[src/rtl/uart_pkg.sv]
// Shared UART definitions: transmit launch FSM states and buffering defaults.
package uart_pkg;

  typedef enum logic [1:0] {
    IDLE  = 2'd0,
    START = 2'd1,
    BUSY  = 2'd2
  } tx_state_t;

  localparam int unsigned TX_START_TIMEOUT = 4;
  localparam int unsigned UART_TX_DEPTH    = 16;
  localparam int unsigned TX_TMO_W         = $clog2(TX_START_TIMEOUT) + 1;

endpackage

[src/rtl/sync_fifo.sv]
// Single-clock FIFO with registered occupancy flags; read data is the entry at the
// read pointer, so a popping consumer samples dout on the same edge it pops.
module sync_fifo #(
  parameter  int unsigned DEPTH = 16,
  parameter  int unsigned WIDTH = 8,
  localparam int unsigned AW    = $clog2(DEPTH)
) (
  input  logic             clk,
  input  logic             reset,
  input  logic             push,
  input  logic             pop,
  input  logic [WIDTH-1:0] din,
  output logic [WIDTH-1:0] dout,
  output logic [AW:0]      level,
  output logic             full,
  output logic             empty
);

  localparam int unsigned LW = AW + 1;

  logic [WIDTH-1:0] mem [DEPTH];
  logic [AW-1:0]    wr_ptr;
  logic [AW-1:0]    rd_ptr;
  logic             do_push_c;
  logic             do_pop_c;
  logic [AW:0]      level_nxt_c;

  // A full FIFO still accepts a push when a pop frees a slot in the same cycle.
  always_comb begin
    do_pop_c    = pop && !empty;
    do_push_c   = push && (!full || do_pop_c);
    level_nxt_c = level;
    if (do_push_c && !do_pop_c) begin
      level_nxt_c = level + LW'(1);
    end else if (!do_push_c && do_pop_c) begin
      level_nxt_c = level - LW'(1);
    end
  end

  always_ff @(posedge clk) begin
    if (reset) begin
      wr_ptr <= '0;
      rd_ptr <= '0;
      level  <= '0;
      full   <= 1'b0;
      empty  <= 1'b1;
    end else begin
      if (do_push_c) wr_ptr <= wr_ptr + AW'(1);
      if (do_pop_c)  rd_ptr <= rd_ptr + AW'(1);
      level <= level_nxt_c;
      full  <= (level_nxt_c == LW'(DEPTH));
      empty <= (level_nxt_c == '0);
    end
  end

  always_ff @(posedge clk) begin
    if (do_push_c) mem[wr_ptr] <= din;
  end

  assign dout = mem[rd_ptr];

endmodule

[src/rtl/uart_tx_fifo.sv]
// Transmit buffer between the CPU write port and the UART core: queues bytes and
// launches them one frame at a time, with a sticky overflow flag for dropped writes.
module uart_tx_fifo
  import uart_pkg::*;
#(
  parameter  int unsigned DEPTH = UART_TX_DEPTH,
  localparam int unsigned AW    = $clog2(DEPTH)
) (
  input  logic          clk,
  input  logic          reset,
  input  logic          writeenable,
  input  logic [31:0]   writedata,
  input  logic          clear_overflow,
  input  logic          tx_busy,
  output logic          transmit,
  output logic [7:0]    tx_byte,
  output logic [AW:0]   level,
  output logic          full,
  output logic          empty,
  output logic          overflow
);

  tx_state_t           state;
  tx_state_t           state_nxt;
  logic [TX_TMO_W-1:0] tmo_cnt;
  logic                pop_c;
  logic                drop_c;
  logic [7:0]          fifo_dout;
  logic                unused_wdata_c;

  assign unused_wdata_c = ^writedata[31:8];

  sync_fifo #(
    .DEPTH (DEPTH),
    .WIDTH (8)
  ) u_fifo (
    .clk   (clk),
    .reset (reset),
    .push  (writeenable),
    .pop   (pop_c),
    .din   (writedata[7:0]),
    .dout  (fifo_dout),
    .level (level),
    .full  (full),
    .empty (empty)
  );

  always_ff @(posedge clk) begin
    if (reset) state <= IDLE;
    else       state <= state_nxt;
  end

  // START gives up after the timeout so a core that never raises busy cannot stall the queue.
  always_comb begin
    state_nxt = state;
    case (state)
      IDLE:    if (pop_c) state_nxt = START;
      START: begin
        if (tx_busy)                                           state_nxt = BUSY;
        else if (tmo_cnt == TX_TMO_W'(TX_START_TIMEOUT - 1))   state_nxt = IDLE;
      end
      BUSY:    if (!tx_busy) state_nxt = IDLE;
      default: state_nxt = IDLE;
    endcase
  end

  always_comb begin
    pop_c  = 1'b0;
    drop_c = 1'b0;
    if (state == IDLE && !empty && !tx_busy) pop_c = 1'b1;
    if (writeenable && full && !pop_c)       drop_c = 1'b1;
  end

  // A drop in the same cycle as clear_overflow leaves the flag set.
  always_ff @(posedge clk) begin
    if (reset) begin
      transmit <= 1'b0;
      tx_byte  <= 8'h00;
      tmo_cnt  <= '0;
      overflow <= 1'b0;
    end else begin
      transmit <= pop_c;
      if (pop_c) tx_byte <= fifo_dout;
      if (pop_c)               tmo_cnt <= '0;
      else if (state == START) tmo_cnt <= tmo_cnt + TX_TMO_W'(1);
      if (drop_c)              overflow <= 1'b1;
      else if (clear_overflow) overflow <= 1'b0;
    end
  end

endmodule

[config.mk]
export PLATFORM = sky130hd
export DESIGN_NAME = uart_tx_fifo
export DESIGN_NICKNAME = d
export VERILOG_FILES = /design/src/rtl/uart_pkg.sv /design/src/rtl/sync_fifo.sv /design/src/rtl/uart_tx_fifo.sv
export SDC_FILE = /design/constraint.sdc
export NUM_CORES = 1
export LEC_CHECK = 0
export ABC_AREA = 0
export CORE_UTILIZATION = 25
export DETAILED_ROUTE_END_ITERATION = 8
export GPL_ROUTABILITY_DRIVEN = 1
export HOLD_SLACK_MARGIN = 0.02
export RECOVER_POWER = 25
export SLEW_MARGIN = 20
export SYNTH_ARGS = -nofsm -noshare
export SYNTH_HDL_FRONTEND = slang
export SYNTH_SLANG_ARGS = --single-unit
[constraint.sdc]
create_clock -name clk -period 2.7 [get_ports clk]
set_input_delay 0.405 -clock clk [delete_from_list [all_inputs] [get_ports clk]]
set_output_delay 0.405 -clock clk [all_outputs]
set_load 0.01 [all_outputs]
==> summary.txt, run 1 <==
Drt
  • Vias: ~3.4k
  • Routed length per instance: 17.3 um
  • Post-route ant nets: 0
  • Routed WL: about 13 mm
  • Drt first pass iters: 5
  • 1st-iter DRT viols: just over 400
  • Via-per-instance ratio: ~4.5
  • # DRC: 0

Clock network
  • CTS root buffer: clkbuf_16
  • CTS buffer count: 17
  • CTS tree: yes
  • Sink Count: between 150 and 200
  • H-tree Lvls: 4
  • Skew-Pair Late Insertion Delay: approximately 0.42 ns
  • Clock slew seen by the registers of the worst setup and hold paths: 0.06 ns
  • Post-CTS sizing: 0
  • Post-CTS setup buffers: 0
  • Max Root-Sink Buffers: 2
  • CTS Hold Bufs: 0

Global routing
  • GR Overflow Total: 0
  • Initial antenna violation count: 0
  • GRT Util Overall: 10.8%
  • Largest net degree at the start of global routing: 36
  • First-pass GRT wire length: 20.5 mm
  • Number of global-route vias before repair: 3,536

Floorplanning
  • FP Rows: 57
  • Die height: between 150 and 200 um
  • I/O pins: 54
  • Initial Utilization: 25.7%
  • Die X: 161 um
  • Die area: 0.0258 mm2
  • Total core area: 0.0245 mm2

Synth
  • Async SR Flop Fraction: 0%
  • Leading area contributor after synthesis: edfxtp_1
  • Mean Syn Cell Area: 17.3 um2
  • Share of the synthesized area in the top cell type: approximately 61%
  • Synth Register Bits: around 160
  • Most instantiated cells after synthesis: 128 x edfxtp_1, 32 x mux4_2, 30 x dfxtp_1
  • Main synth FF type: edfxtp_1
  • Mapped Nets: approximately 400
  • EDFF count, synth: roughly 130
  • Cell variety after synth: 43
  • Top post-synthesis cells by area: edfxtp_1 61%, mux4_2 11%, dfxtp_1 9.6%
  • Cells after Synth: between 300 and 400
  • Ys Warns: 0
  • Sequential area share after synthesis: 70.7%
  • Post-synthesis cell area: 0.00629 mm2
  • Most numerous cell in the Yosys netlist: edfxtp_1

Layout
  • Multi-input gate area: ~0.0017 mm2
  • Area growth, synth to finish: 22.8%
  • Diodes inserted: 0
  • Reg area: roughly 0.0044 mm2
  • Fin nets: around 470
  • Filler cell count: about 2.3k
  • Fraction of layout instances using a drive strength above 1: between 20 and 25%
  • Non-filler instance count after layout: approximately 760

STA
  • Slew @ Worst Pin: about 0.73 ns
  • Final setup vio count: 0
  • Max Slew Vio Count: 0
  • Slew HR: approximately half
  • RSZ-0062 raised after global routing: false
  • F_max: around 0.43 GHz
  • Crit path time final: between 2 and 2.5 ns
  • Final Hold Fails: 0
  • Post-route clock period utilization: 86.5%
  • Final Skew: about 0.0075 ns

Worst setup path
  • CP peak stage delay: between 0.5 and 0.6 ns
  • Critical path launch point type: input port
  • Critical path's top delay family: buffers and inverters
  • CP dominant cell by count: buf_4
  • Req. time, crit path: approximately 2.8 ns
  • Worst path cell trace: clkdlybuf4s50_1, o41ai_1, buf_4, and2_1, nand2_1, nor3_1, buf_4
  • Setup CP Type: input port to flop
  • Crit path buffers/inverters: 3
  • Worst-path fanout max: 8
  • CP Capture Type: flop
  • Critical Path Slowest Stage Cell: o41ai_1
  • Critical Path AT: ~2.5 ns

Power
  • Total Power: between 5 and 6 mW
  • Leakage: between 2 and 3 nW
  • Maximum VDD drop: ~0.44 mV
  • Power Density: roughly 740 mW/mm2

Placed design
  • # placed instances: approximately 730
  • Hpwl dp: approximately 8.5 mm
  • Gpl congestion: about 0.74
  • I/O Buffers: 29

Hold path
  • Min-Delay Path Class: flop to flop

Run status
  • Status: finished clean

Job
  • Max Cap Viol: 0
==> worst paths after layout <==
| path | slack [ns] | cells after the start | to | from |
|---|---|---|---|---|
| worst min-delay path | 0.51 | 2 | tmo_cnt[2] | tmo_cnt[2] |
| worst max-delay path | 0.36 | 7 | u_fifo.mem[1][5] | tx_busy |
| worst min register to register | 0.51 | 2 | tmo_cnt[2] | tmo_cnt[2] |
| worst max register to register | 0.43 | 6 | u_fifo.mem[1][5] | state[1] |
==> power by group <==
part	leakage, nW	switching, mW	total, mW	internal, mW
sequential	1.40	0.0681	2.78	2.71
clock	0.264	0.987	2.27	1.28
combinational	0.847	0.330	0.682	0.352
==> per-stage QoR <==
stage / setup TNS (ns) / cell area [um2] / utilization [%] / hold slack [ns] / setup slack (ns)
3_5_place_dp: -1.40 / 7160 / 29.3 / 0.487 / -0.0739
5_1_grt: 0 / 7720 / 31.6 / 0.530 / 0.201
3_3_place_gp: -1.31 / 7160 / 29.3 / 0.466 / -0.0446
4_1_cts: 0 / 7720 / 31.6 / 0.502 / 0.349
2_1_floorplan: 0 / 6290 / - / 0.479 / 0.399
6_report: 0 / 7720 / 31.6 / 0.506 / 0.364
==> registers in the layout, summed over array words and instances (netlist names) <==
register	count
state	2
tx_byte	8
u_fifo.rd_ptr	4
transmit	1
u_fifo.full	1
u_fifo.level	5
u_fifo.empty	1
u_fifo.mem	128
overflow	1
u_fifo.wr_ptr	4
tmo_cnt	3
==> per-layer routing <==
layer	track usage (%)	part of all wire, %
met5	0	0
met4	3.25	1.0
met3	2.66	4.9
met2	16.7	48
met1	15.0	46
==> logic make-up after synthesis <==
group | count (synthesis) | synth area share (%)
DFF | 158 | 70.7
and+or+nand+nor | 74 | 6.21
AOI/OAI and AO/OA | 46 | 5.65
muxes | 38 | 12.4
buffers and inverters | 29 | 1.83
xor gates and xnor gates | 10 | 1.39
adders and majority gates | 9 | 1.79
==> area by class of cell <==
class,instances,area share (%)
multi-input cells,177,22.4
clock buffers,18,5.56
repair buffers,60,7.10
clock inverters,14,1.75
well taps,324,5.25
flip-flops and latches,158,57.6
inverters,8,0.389
==> cell usage in the layout (no fill, tap or decap), types with 3 or more instances in the layout <==
cell type	n
inv_1	8
a21oi_1	3
edfxtp_1	128
nand2b_1	5
mux2i_1	5
xnor2_1	4
a21boi_1	8
a22oi_1	16
nor2b_1	4
and3_1	3
clkbuf_16	17
dfxtp_1	29
ha_1	9
a31o_2	8
nor3_1	7
clkinvlp_4	4
nand3_1	4
and2_1	4
xor2_1	6
dlygate4sd3_1	6
clkdlybuf4s50_1	23
nand2_1	9
nor2_1	24
clkinv_4	3
mux4_2	32
buf_4	29
==> worst reg2reg max path, stage by stage (launching register included) <==
cell,delay (ns)
dfxtp_1,0.36
o41ai_1,0.58
buf_4,0.22
and2_1,0.19
nand2_1,0.20
nor3_1,0.20
buf_4,0.22
Power figures use the tool's default switching activity.
==> inputs of run 2 (changes only) <==
--- a/config.mk
+++ b/config.mk
@@ -8,7 +8,7 @@
 export ABC_AREA = 0
 export CORE_UTILIZATION = 25
 export DETAILED_ROUTE_END_ITERATION = 8
-export GPL_ROUTABILITY_DRIVEN = 1
+export GPL_ROUTABILITY_DRIVEN = 0
 export HOLD_SLACK_MARGIN = 0.02
 export RECOVER_POWER = 25
 export SLEW_MARGIN = 20
==> results of run 2 <==
Same layout as run 1: the final DEF is identical, and so are final timing and power.
==> inputs of run 3 (changes only) <==
--- a/config.mk
+++ b/config.mk
@@ -9,8 +9,10 @@
 export CORE_UTILIZATION = 25
 export DETAILED_ROUTE_END_ITERATION = 8
 export GPL_ROUTABILITY_DRIVEN = 0
+export GPL_TIMING_DRIVEN = 0
 export HOLD_SLACK_MARGIN = 0.02
 export RECOVER_POWER = 25
+export SETUP_SLACK_MARGIN = 0.1
 export SLEW_MARGIN = 20
 export SYNTH_ARGS = -nofsm -noshare
 export SYNTH_HDL_FRONTEND = slang
==> run 3 against run 2 <==
Against the previous run: combinational power grew 5.0%; global-route usage grew 0.27 points; design area decreased by 0.75%; via count down 1.3%; largest cell class unchanged; highest routed layer unchanged.
==> summary.txt, run 3 (synthesis gave the netlist of run 1 again) <==
Global routing
  • Initial antenna violation count: 0 (unchanged)
  • GRT Util Overall: 11.1% (+0.27 points)
  • Largest net degree at the start of global routing: 17 (-53%)
  • GR Overflow Total: 0 (unchanged)
  • First-pass GRT wire length: 20.7 mm (+0.74%)
  • Number of global-route vias before repair: 3,514 (-0.62%)

Worst setup path
  • R2R setup slack: 0.23 ns (-0.20 ns)
  • Critical Path Slowest Stage Cell: clkdlybuf4s50_1
  • Cells on worst reg2reg path: 6 (unchanged)
  • CP peak stage delay: 0.50 ns (-0.04 ns)
  • Worst-path fanout max: 8 (unchanged)
  • Worst path cell trace: clkdlybuf4s50_1, o41ai_2, and2_1, clkbuf_1, nand2_1, nor2_2
  • End of the critical path: u_fifo.mem[12][0]
  • Req. time, crit path: 2.76 ns (-0.06 ns)
  • R2r endpoint: tx_byte[0]
  • Critical Path AT: 2.59 ns (+0.13 ns)
  • Setup CP Type: input port to flop
  • Reg-to-reg startpoint: u_fifo.rd_ptr[1]
  • Setup crit start: tx_busy
  • Crit path buffers/inverters: 2 (-1)
  • Critical path launch point type: input port
  • CP Capture Type: flop
  • Stages on the worst setup path: 6 (-1)
  • Critical path's top delay family: simple AND/OR/NAND/NOR gates

Clock network
  • Sink Count: 158 (unchanged)
  • CTS Hold Bufs: 0 (unchanged)
  • CTS root buffer: clkbuf_16
  • Skew-Pair Late Insertion Delay: 0.42 ns (about the same)
  • CTS buffer count: 17 (unchanged)
  • CTS tree: yes
  • Clock slew seen by the registers of the worst setup and hold paths: 0.06 ns (about the same)
  • H-tree Lvls: 4 (unchanged)
  • Max Root-Sink Buffers: 2 (unchanged)

Layout
  • Largest register FFs: 128 (unchanged)
  • Largest Register: u_fifo.mem
  • Fin nets: 460 (-1.7%)
  • Commonest non-fill, non-tap cells in the layout: 128 x edfxtp_1, 32 x mux4_2, 30 x dfxtp_1
  • Diodes inserted: 0 (unchanged)
  • Fraction of layout instances using a drive strength above 1: 22.1% (-2.1 points)
  • Non-filler instance count after layout: 750 (-1.2%)
  • Biggest regs: u_fifo.mem: 128 flops, tx_byte: 8 flops, u_fifo.level: 5 flops
  • Finished Core Util: 31.3% (-0.24 points)
  • Most common cell after layout, fill and taps aside: edfxtp_1
  • Area growth, synth to finish: 21.9%

STA
  • Post-route clock period utilization: 93.8% (+7.3 points)
  • Slew HR: 46.8% (-4.4 points)
  • Slew @ Worst Pin: 0.796 ns (+0.0646 ns)
  • Final Skew: 0.0127 ns (+0.00520 ns)
  • Final Hold Fails: 0 (unchanged)
  • Crit path time final: 2.53 ns (+0.196 ns)
  • Final setup vio count: 0 (unchanged)
  • F_max: 0.395 GHz (-7.7%)
  • Max Slew Vio Count: 0 (unchanged)
  • Setup TNS: 0 ns (unchanged)
  • RSZ-0062 raised after global routing: true
  • Final worst slack: 0.168 ns (-0.196 ns)

Placed design
  • Hpwl dp: 8.87 mm (+4.6%)
  • I/O Buffers: 28 (-3.4%)
  • Dpl ws: -0.577 ns (-0.503 ns)
  • # placed instances: 716 (-1.5%)

Power
  • Clk pwr share: 38.9% (-0.7 points)
  • Seq pwr share: 48.6% (about the same)
  • Power Density: 746 mW/mm2 (+0.46%)
  • Sw Ratio: 24.3% (+0.15 points)
  • Net Switching: 1.39 mW (+0.33%)
  • Internal: 4.32 mW (-0.49%)
  • Leakage: 2.42 nW (-3.7%)
  • Share of total power in combinational logic: 12.5% (+0.6 points)
  • Maximum VDD drop: 0.381 mV (-14%)
  • Total Power: 5.71 mW (-0.29%)

Run status
  • Status: finished clean

Floorplanning
  • I/O pins: 54 (unchanged)
  • Die area: 0.0258 mm2 (unchanged)
  • Initial Utilization: 25.7% (unchanged)
  • Die height: 161 um (unchanged)
  • FP Rows: 57 (unchanged)
  • Die X: 161 um (unchanged)
  • Total core area: 0.0245 mm2 (unchanged)

Hold path
  • Min-Delay Path Class: input port to flop

Drt
  • Post-route ant nets: 0 (unchanged)
  • 1st-iter DRT viols: 212 (-47%)
  • # DRC: 0 (unchanged)
  • Drt first pass iters: 4 (-1)
  • Routed WL: 13.5 mm (+2.5%)
  • Routed length per instance: 17.9 um (+3.7%)
  • Via-per-instance ratio: 4.52 (about the same)
  • Vias: 3,388 (-1.3%)

Job
  • Max Cap Viol: 0 (unchanged)
run 3: worst min path at each step:
stage,start,to,depth (start not counted)
after floorplan,tmo_cnt[2],tmo_cnt[2],2
after global placement,overflow,overflow,2
after detailed placement,tmo_cnt[2],tmo_cnt[2],2
after CTS,reset,state[0],2
after global routing,reset,u_fifo.level[1],2
final,reset,state[0],2
run 3: timing repair:
action / 4_1_cts / 5_1_grt
setup endpoints to repair: 111 / 72
buffers inserted: 1 / 2
gates resized for setup: 14 / 4
cloned: 0 / 0
pin swaps: 1 / 2
run 3: through the flow:
step	instance area, um2	hold slack [ns]
2_1_floorplan	6290	0.479
5_1_grt	7660	0.514
4_1_cts	7610	0.474
6_report	7660	0.466
3_3_place_gp	6970	0.494
3_5_place_dp	6990	0.499
run 3: area by class of cell:
class                           count  area [um2]
Multi-Input combinational cell    177        1810
Clock inverter                     13         115
Inverter                            8        30.0
Sequential cell                   158        4440
Buffer                             21        87.6
Timing Repair Buffer               31         340
Fill cell                        2374       16800
Tap cell                          324         405
Clock buffer                       18         429
run 3: power by group through the flow:
stage | Clock, mW | Sequential [mW] | Combinational [mW]
floorplan | 0 | 2.83 | 0.429
global placement | 0 | 2.82 | 0.670
detailed placement | 0 | 2.83 | 0.693
CTS | 2.28 | 2.78 | 0.708
global route | 2.36 | 2.79 | 0.781
finish | 2.22 | 2.78 | 0.716
run 3: layer usage:
layer / GRT usage [%] / part of all wire, %
met1: 14.3 / 45
met2: 17.3 / 48
met3: 3.18 / 6.0
met4: 4.85 / 1.5
met5: 0 / 0
==> patch (settings of run 1) <==
Put a register stage on the output `level`, without a reset. The value now appears one clock later. The other outputs are not delayed to match.
--- a/src/rtl/uart_tx_fifo.sv
+++ b/src/rtl/uart_tx_fifo.sv
@@ -21,4 +21,6 @@
 );
 
+  logic [AW:0] level_d;
+
   tx_state_t           state;
   tx_state_t           state_nxt;
@@ -41,5 +43,5 @@
     .din   (writedata[7:0]),
     .dout  (fifo_dout),
-    .level (level),
+    .level (level_d),
     .full  (full),
     .empty (empty)
@@ -89,4 +91,8 @@
   end
 
+  always_ff @(posedge clk) begin
+    level <= level_d;
+  end
+
 endmodule
 
Check against the original RTL: not equivalent (Yosys sat finds a counterexample within 4 cycles, from zero or initial values and one cycle with reset high).
==> patch against run 1 <==
Critical path type unchanged; utilization decreased by 0.36 points; sequential cell count up 5; largest cell class unchanged; worst hold slack got worse by 0.10 ns; area after synthesis rose by 1.6%; total power grew 5.9%; sequential power increased by 3%; critical endpoint is now u_fifo.mem[2][2]; setup slack gained 0.16 ns; final area rose by 1.5%; wire length about the same.
==> patch: results (changes against run 1) <==
stage	metric	value	unit	change
worst_hold_path	min-delay-start	u_fifo.level[4]		
timing	slew_headroom	0.5399		+0.02829
global_routing	grt_usage	0.1049		-0.003293
cells_and_area	diodes	0		unchanged
pwr	worst_ir_drop_vdd	0.0003833	V	-13%
detailed_routing	vias_per_cell	4.484		-0.80%
synth	netlist_top_cells_area	edfxtp_1 60%, mux4_2 11%, dfxtp_1 11%, a22oi_1 1.9%, ha_1 1.8%		
place	place_congestion	0.7332		-1.6%
pwr	p_leak	2.558	nW	+1.8%
place	portBuffers	29		unchanged
timing	final.setup.worst_slack	0.5211	ns	+0.1566 ns
detailed_routing	dr.first_iter.drc_count	282		-30%
cells_and_area	final_nets	467		-0.21%
synth	synth-seq-area-share	0.7115		+0.004594
worst_hold_path	hold_depth	0		-2
global_routing	grt_pass1_wl	20110	µm	-2.0%
place	dpl.cell_count	732		+0.69%
detailed_routing	vias	3426		-0.15%
outcome	status	completed		
place	place_area	7219	µm²	+0.87%
synth	syn_inst	369		+1.4%
worst_setup_path	reg2reg_slack	0.59	ns	+0.16 ns
synth	synth_commonest_cells	128 x edfxtp_1, 35 x dfxtp_1, 32 x mux4_2		
cells_and_area	final.fill_count	2459		+5.6%
worst_setup_path	crit_arrival	2.32	ns	-0.14 ns
place	pre_cts_ws	0.07181	ns	+0.1457 ns
cells_and_area	largestRegisters	u_fifo.mem (128), tx_byte (8)		
timing	finalClockSkew	0.01395	ns	+0.006413 ns
detailed_routing	routed_wirelength	13120	µm	about the same
cells_and_area	drive_above_1_share	0.2304		-0.01096
detailed_routing	dr.pass1.iters	7		+2
-- patch: worst min path at each step --
stage                          end  slack [ns]
final                     level[4]        0.40
after global routing      level[4]        0.42
after CTS                 level[4]        0.40
after detailed placement  level[4]        0.39
after global placement    level[4]        0.38
after floorplan           level[4]        0.37
-- patch: cell type report --
class	count	share of cell area
clock buffer	17	0.05430
clock inverter	15	0.02427
inverter	8	0.003833
multi-input combinational	177	0.2205
sequential	163	0.5802
tap	330	0.05270
timing repair buffer	54	0.06420
-- patch: cell families after synthesis --
| group | share of synthesized area |
|---|---|
| xor+xnor | 0.01371 |
| mux | 0.1224 |
| compound gates | 0.05563 |
| buf+inv | 0.01802 |
| flops | 0.7115 |
| simple gates | 0.06111 |
| fa+ha+maj | 0.01763 |
-- patch: critical path, cell delays in order --
cell	delay, ns
clkdlybuf4s50_1	0.50
o41ai_1	0.38
buf_4	0.18
and2_1	0.24
nand2_1	0.19
nor3_1	0.19
buf_4	0.22
-- patch: power breakdown --
group          total, mW  switching (mW)  internal, mW
clock network       2.50            1.09          1.41
logic              0.697           0.347         0.350
registers           2.87          0.0734          2.80
total               6.07            1.51          4.56
-- patch: metal layers --
layer  part of all wire  GRT usage
met1               0.43     0.1368
met2               0.50     0.1687
met5                  0          0
met3              0.065    0.02937
met4             0.0050    0.03216
